**config.mk**
```make
export PLATFORM = sky130hd
export DESIGN_NAME = alu_unit
export DESIGN_NICKNAME = d
export VERILOG_FILES = /design/src/rtl/alu_unit.sv
export SDC_FILE = /design/constraint.sdc
export NUM_CORES = 1
export LEC_CHECK = 0
export BUFFER_PORTS_ARGS = -buffer_cell sky130_fd_sc_hd__buf_2
export CORE_MARGIN = 3
export CORE_UTILIZATION = 65
export CTS_CLUSTER_DIAMETER = 100
export DETAILED_ROUTE_END_ITERATION = 10
export GPL_TIMING_DRIVEN = 0
export PLACE_DENSITY_LB_ADDON = 0.3
export SETUP_SLACK_MARGIN = 0.05
export SLEW_MARGIN = 20
export SYNTH_ARGS = -nofsm -noshare
export SYNTH_HDL_FRONTEND = slang
export SYNTH_SLANG_ARGS = --single-unit
```
**constraint.sdc**
```tcl
create_clock -name CLK -period 5.95 [get_ports CLK]
set_input_delay 0.8925 -clock CLK [delete_from_list [all_inputs] [get_ports CLK]]
set_output_delay 0.8925 -clock CLK [all_outputs]
set_load 0.02 [all_outputs]
```
**src/rtl/alu_unit.sv**
```systemverilog
`default_nettype none
// ============================================================================
// Module      : alu_unit
// Description : Registered ALU for the Pink accumulator processor. Computes
//               arithmetic, logic, shift and signed-compare results with a
//               one-cycle latency, plus a branch-decision flag.
// Revision    : 1.0 - initial release
// ============================================================================
module alu_unit #(
    parameter int WIDTH = 16
) (
    input  logic             CLK,
    input  logic             Reset,
    input  logic [WIDTH-1:0] InputA,
    input  logic [WIDTH-1:0] InputB,
    input  logic [3:0]       ALUOp,
    output logic [WIDTH-1:0] ALUOut,
    output logic             ShouldBranch
);

    localparam logic [3:0] c_OP_ADD  = 4'b0000;
    localparam logic [3:0] c_OP_SUB  = 4'b0001;
    localparam logic [3:0] c_OP_SLL  = 4'b0010;
    localparam logic [3:0] c_OP_SRL  = 4'b0011;
    localparam logic [3:0] c_OP_SLT  = 4'b0100;
    localparam logic [3:0] c_OP_OR   = 4'b0101;
    localparam logic [3:0] c_OP_AND  = 4'b0110;
    localparam logic [3:0] c_OP_XOR  = 4'b0111;
    localparam logic [3:0] c_OP_EQ   = 4'b1000;
    localparam logic [3:0] c_OP_NE   = 4'b1001;
    localparam logic [3:0] c_OP_LT   = 4'b1010;
    localparam logic [3:0] c_OP_GE   = 4'b1011;
    localparam logic [3:0] c_OP_GT   = 4'b1101;
    localparam logic [3:0] c_OP_LE   = 4'b1110;

    logic             w_eq;
    logic             w_lt;
    logic [3:0]       w_shamt;
    logic             w_cond;
    logic             w_branch;
    logic [WIDTH-1:0] w_result;
    logic [WIDTH-1:0] r_out;
    logic             r_branch;

    assign w_eq    = (InputA == InputB);
    assign w_lt    = ($signed(InputA) < $signed(InputB));
    assign w_shamt = InputB[3:0];

    always_comb begin
        w_result = '0;
        w_cond   = 1'b0;
        w_branch = 1'b0;
        case (ALUOp)
            c_OP_ADD: w_result = InputA + InputB;
            c_OP_SUB: w_result = InputA - InputB;
            c_OP_SLL: w_result = InputA << w_shamt;
            c_OP_SRL: w_result = InputA >> w_shamt;
            c_OP_SLT: w_cond   = w_lt;
            c_OP_OR:  w_result = InputA | InputB;
            c_OP_AND: w_result = InputA & InputB;
            c_OP_XOR: w_result = InputA ^ InputB;
            c_OP_EQ:  begin w_cond = w_eq;            w_branch = 1'b1; end
            c_OP_NE:  begin w_cond = !w_eq;           w_branch = 1'b1; end
            c_OP_LT:  begin w_cond = w_lt;            w_branch = 1'b1; end
            c_OP_GE:  begin w_cond = !w_lt;           w_branch = 1'b1; end
            c_OP_GT:  begin w_cond = !w_lt && !w_eq;  w_branch = 1'b1; end
            c_OP_LE:  begin w_cond = w_lt || w_eq;    w_branch = 1'b1; end
            default:  w_result = '0;
        endcase
        // SLT reports through the result only; branch compares drive both.
        if (ALUOp == c_OP_SLT || w_branch) begin
            w_result = {{(WIDTH-1){1'b0}}, w_cond};
        end
    end

    always_ff @(posedge CLK) begin
        if (Reset) begin
            r_out    <= '0;
            r_branch <= 1'b0;
        end else begin
            r_out    <= w_result;
            r_branch <= w_branch & w_cond;
        end
    end

    assign ALUOut       = r_out;
    assign ShouldBranch = r_branch;

endmodule
`default_nettype wire

```
# After elaboration in Yosys (flattened, before gate mapping)
# Index checks and enable logic that the tools add are counted.
# word_totals
reg_bits	17
output_inout_bits	17
wordCells	39
# op_classes
bitwise_logic	4
muxes	4
order_cmp	1
n_addsub	2
shift	2
reduce_logical	9
n_eq_ne	14
# op_table
cell	n
16-bit case mux with 7 select lines	1
4-bit equality test, second input constant	6
16-bit adder	1
16-bit AND	1
16-bit equality test	1
4-bit by 3-bit equality test with 1-bit output, second input constant	4
16-bit less-than comparator	1
16-bit bitwise OR	1
16-bit by 4-bit << shifter with 16-bit output	1
16-bit by 4-bit >> shifter with 16-bit output	1
16-bit subtractor	1
16-bit bitwise XOR	1
4-bit by 2-bit equality test with 1-bit output, second input constant	2
1-bit case mux with 6 select lines	1
6-bit OR reduction	1
4-bit by 1-bit equality test with 1-bit output, second input constant	1
4-bit zero test	1
2-bit OR reduction	2
1-bit zero test	2
1-bit logical OR	2
1-bit two-way mux	2
1-bit AND	1
1-bit logical AND	1

# Longest topological paths before layout
# logic_depth
word_depth	5
depth_mapped	12
mapped_depth_nobuf	12

# Worst setup path before layout
# OpenSTA, ideal clock, no wires.
# synth_timing
path_type	input port to flip-flop
from	input InputB[2]
to	register r_out[8], in the netlist ALUOut[8]
t_arrival_ns	3.187
slack_ns	2.635
setup_ns	0.128
required_ns	5.822
path_stages	12
cell_sequence	inv_1 buf_1 ha_1 buf_2 a21o_1 a21oi_1 o21a_1 nor3_1 o31a_1 xnor2_1 a2111oi_0 nor2_1
# synth_via
elab_chain_cells	2
# synth_rtl
item	line	text
start: declaration	15	input logic [WIDTH-1:0] InputB,
16-bit subtractor (tied with other cells)	55	c_OP_SUB: w_result = InputA - InputB;
16-bit case mux with 7 select lines (*)	53	case (ALUOp)
end signal: assignment	81	r_out <= w_result;
end: declaration	42	logic [WIDTH-1:0] r_out;
# Every way passes the cells marked *; elsewhere a longest branch is shown, timed or not.
# A chain may end at the register's enable or synchronous reset.

# Final worst setup path
# Ends and elaborated chain as after synthesis.

==> qor.yml <==
tightest_slew_ns: 1.030
yosysTopAreaCellShare_pct: 15.29
wl_per_cell_um: 20.94
ir_worst_vdd_mv: 0.1495
finalHoldViolations: 0
p_clk_share_pct: 14.6
start_util_pct: 69.80
worst_setup_path_start_kind: "input pin"
ys_ff_latch: 17
track_usage_pct: 38.97
worst-path-buf-inv: 4
holdPathStages: 2
cts.hold.buffers_added: 0
synth_cells: 570
dp_hpwl_um: 11820
antenna_cells: 0
vias: 4912
stdcell_area_um2: 4404
layout-drive-gt1-share_pct: 16.61
syn_avg_cell_area_um2: 7.033
ys_seq_area_share_pct: 8.489
async_flop_share_pct: 0
arrival_ns: 4.16
status: "completed"
nNetsFinal: 716
p_leak_nw: 1.961
synth_warnings: 0
cts_tree: "yes"
p_sw_uw: 263.4
wirelength_um: 14620
grt_pass1_vias: 4419
synth.distinct_cells: 63
p_per_area_nw_per_um2: 127.4
final_common_cell: "nor2_1"
rows: 27
cts_setup_buffers: 0
syn_nets: 659
cts_root_buffer: "clkbuf_8"
min_path_type: "in2reg"
swShare_pct: 46.95
cts-resized-gates: 0
max_clock_freq_ghz: 0.2469
antenna_found_initial: 0
first_pass_iters: 8
drc: 0
synth_edf_count: 0
fin_crit_sh_pct: 68.08
drt_iter0_drc: 649
ant_nets: 0
port_buffers: 52
cts.path.max_buffers: 2
critPathKind: "in2reg"
synthTopCellsByArea: "ha_1, dfxtp_1, nor2_1"
max-cap-violations: 0
synth_area_um2: 4009
grt_pass1_wl_um: 22600
yosysTopAreaCell: "ha_1"
place_area_um2: 4359
die_w_um: 84.54
core_area_um2: 5743
cts.sinks: 17
ios: 55
fin_setup_tns_ns: 0
clk_pin_slew_ns: 0.06
dieArea_um2: 7146
power_frac_seq_pct: 21.2
cts_buffers: 3
cp_top_family: "compound AO/OA/AOI/OAI gates"
cp_num_cells: 13
utilization_pct: 76.69
die_h_um: 84.54
slew_viol_final: 0
max_stage_delay_ns: 0.66
cp_common_cell: "buf_2"
hold_start: "Reset"
final_cell_mix: "nor2_1, buf_2, ha_1"
ys.flop_type: "dfxtp_1"
end_kind: "flip-flop"
grt_start_max_net_pins: 12
endpoint: "ALUOut[8]"
pwr-share-comb_pct: 64.2
path_max_fanout: 11
overflow: 0
min_period_ns: 4.051
internal_power_uw: 297.6
setup_violations: 0
crit_path_start: "InputB[2]"
cts.htree.levels: 1
gp_congestion: 1.099
fill_cells: 468
rsz0062_at_grt: "no"
worstPathRequired_ns: 6.06
max_slew_margin_pct: 30.80
worstPathCellList: "buf_2 -> inv_1 -> buf_1 -> ha_1 -> buf_2 -> a21o_1 -> a21oi_1 -> o21a_1 -> nor3_1 -> o31a_1 -> xnor2_1 -> a2111oi_0 -> nor2_1"
syn2layout_area_growth_pct: 9.863
cpMaxStageDelayCell: "a2111oi_0"
vias_per_cell: 7.037
[power by group through the flow]
| stage | Sequential (mW) | Clock, mW | Combinational (mW) |
|---|---|---|---|
| after global placement | 0.122 | 0 | 0.335 |
| after floorplan | 0.128 | 0 | 0.237 |
| after global routing | 0.119 | 0.0855 | 0.383 |
| final | 0.119 | 0.0816 | 0.360 |
| after detailed placement | 0.122 | 0 | 0.342 |
| after CTS | 0.119 | 0.0808 | 0.343 |
[cell type report]
class | instances | area, um2 | area share (%)
multi-input cells | 464 | 3298 | 74.89
inverters | 51 | 191.4 | 4.347
clock buffers | 4 | 45.04 | 1.023
flip-flops and latches | 17 | 340.3 | 7.727
well taps | 72 | 90.09 | 2.045
plain buffers | 38 | 178.9 | 4.063
repair buffers | 52 | 260.3 | 5.909
[Yosys cell counts (all sizes together) (7+ instances only)]
cell / number
mux4: 11
inv: 51
o21ai: 50
xnor2: 12
a21oi: 42
nand3: 12
a31oi: 9
mux2i: 11
clkbuf: 17
ha: 49
nand2: 33
o22ai: 10
nor2b: 8
nor2: 74
a221oi: 9
nor3: 21
a22oi: 7
a211oi: 21
dfxtp: 17
buf: 21
nand2b: 12
[how the worst min path moves through the flow]
stage	to
2_1_floorplan	ALUOut[0]
3_3_place_gp	ALUOut[0]
3_5_place_dp	ALUOut[0]
4_1_cts	ALUOut[0]
5_1_grt	ALUOut[0]
6_report	ALUOut[0]
[stage by stage]
stage	std cells	worst slack, ns	power [mW]	hold slack [ns]
final	698	1.899	0.5611	0.9373
after global routing	698	1.851	0.5876	0.9651
after CTS	698	2.098	0.5433	0.9390
after detailed placement	694	1.871	0.4634	1.195
after global placement	694	1.894	0.4562	1.186
after floorplan	570	2.635	0.3640	1.055
[state kept, by name, summed over array words and instances (netlist names)]
register and count:
ALUOut 16, ShouldBranch 1
[metal layers]
| layer | wire length, um | vias up | track usage, % |
|---|---|---|---|
| met5 | 0 | - | 0 |
| met4 | 651 | 0 | 13.38 |
| met3 | 2212 | 88 | 8.047 |
| met2 | 6348 | 445 | 62.35 |
| met1 | 5406 | 2200 | 52.02 |
| li1 | - | 2179 | - |
[cells by family after synthesis]
| kind of cell | Yosys count | share of synthesized area, % |
|---|---|---|
| AOI/OAI and AO/OA | 192 | 31.71 |
| xor gates and xnor gates | 14 | 3.059 |
| adders and majority gates | 51 | 16.29 |
| buffers and inverters | 89 | 9.238 |
| DFF | 17 | 8.489 |
| muxes | 25 | 9.769 |
| and+or+nand+nor | 182 | 21.44 |
No activity file was read; power rests on OpenSTA's default activity.
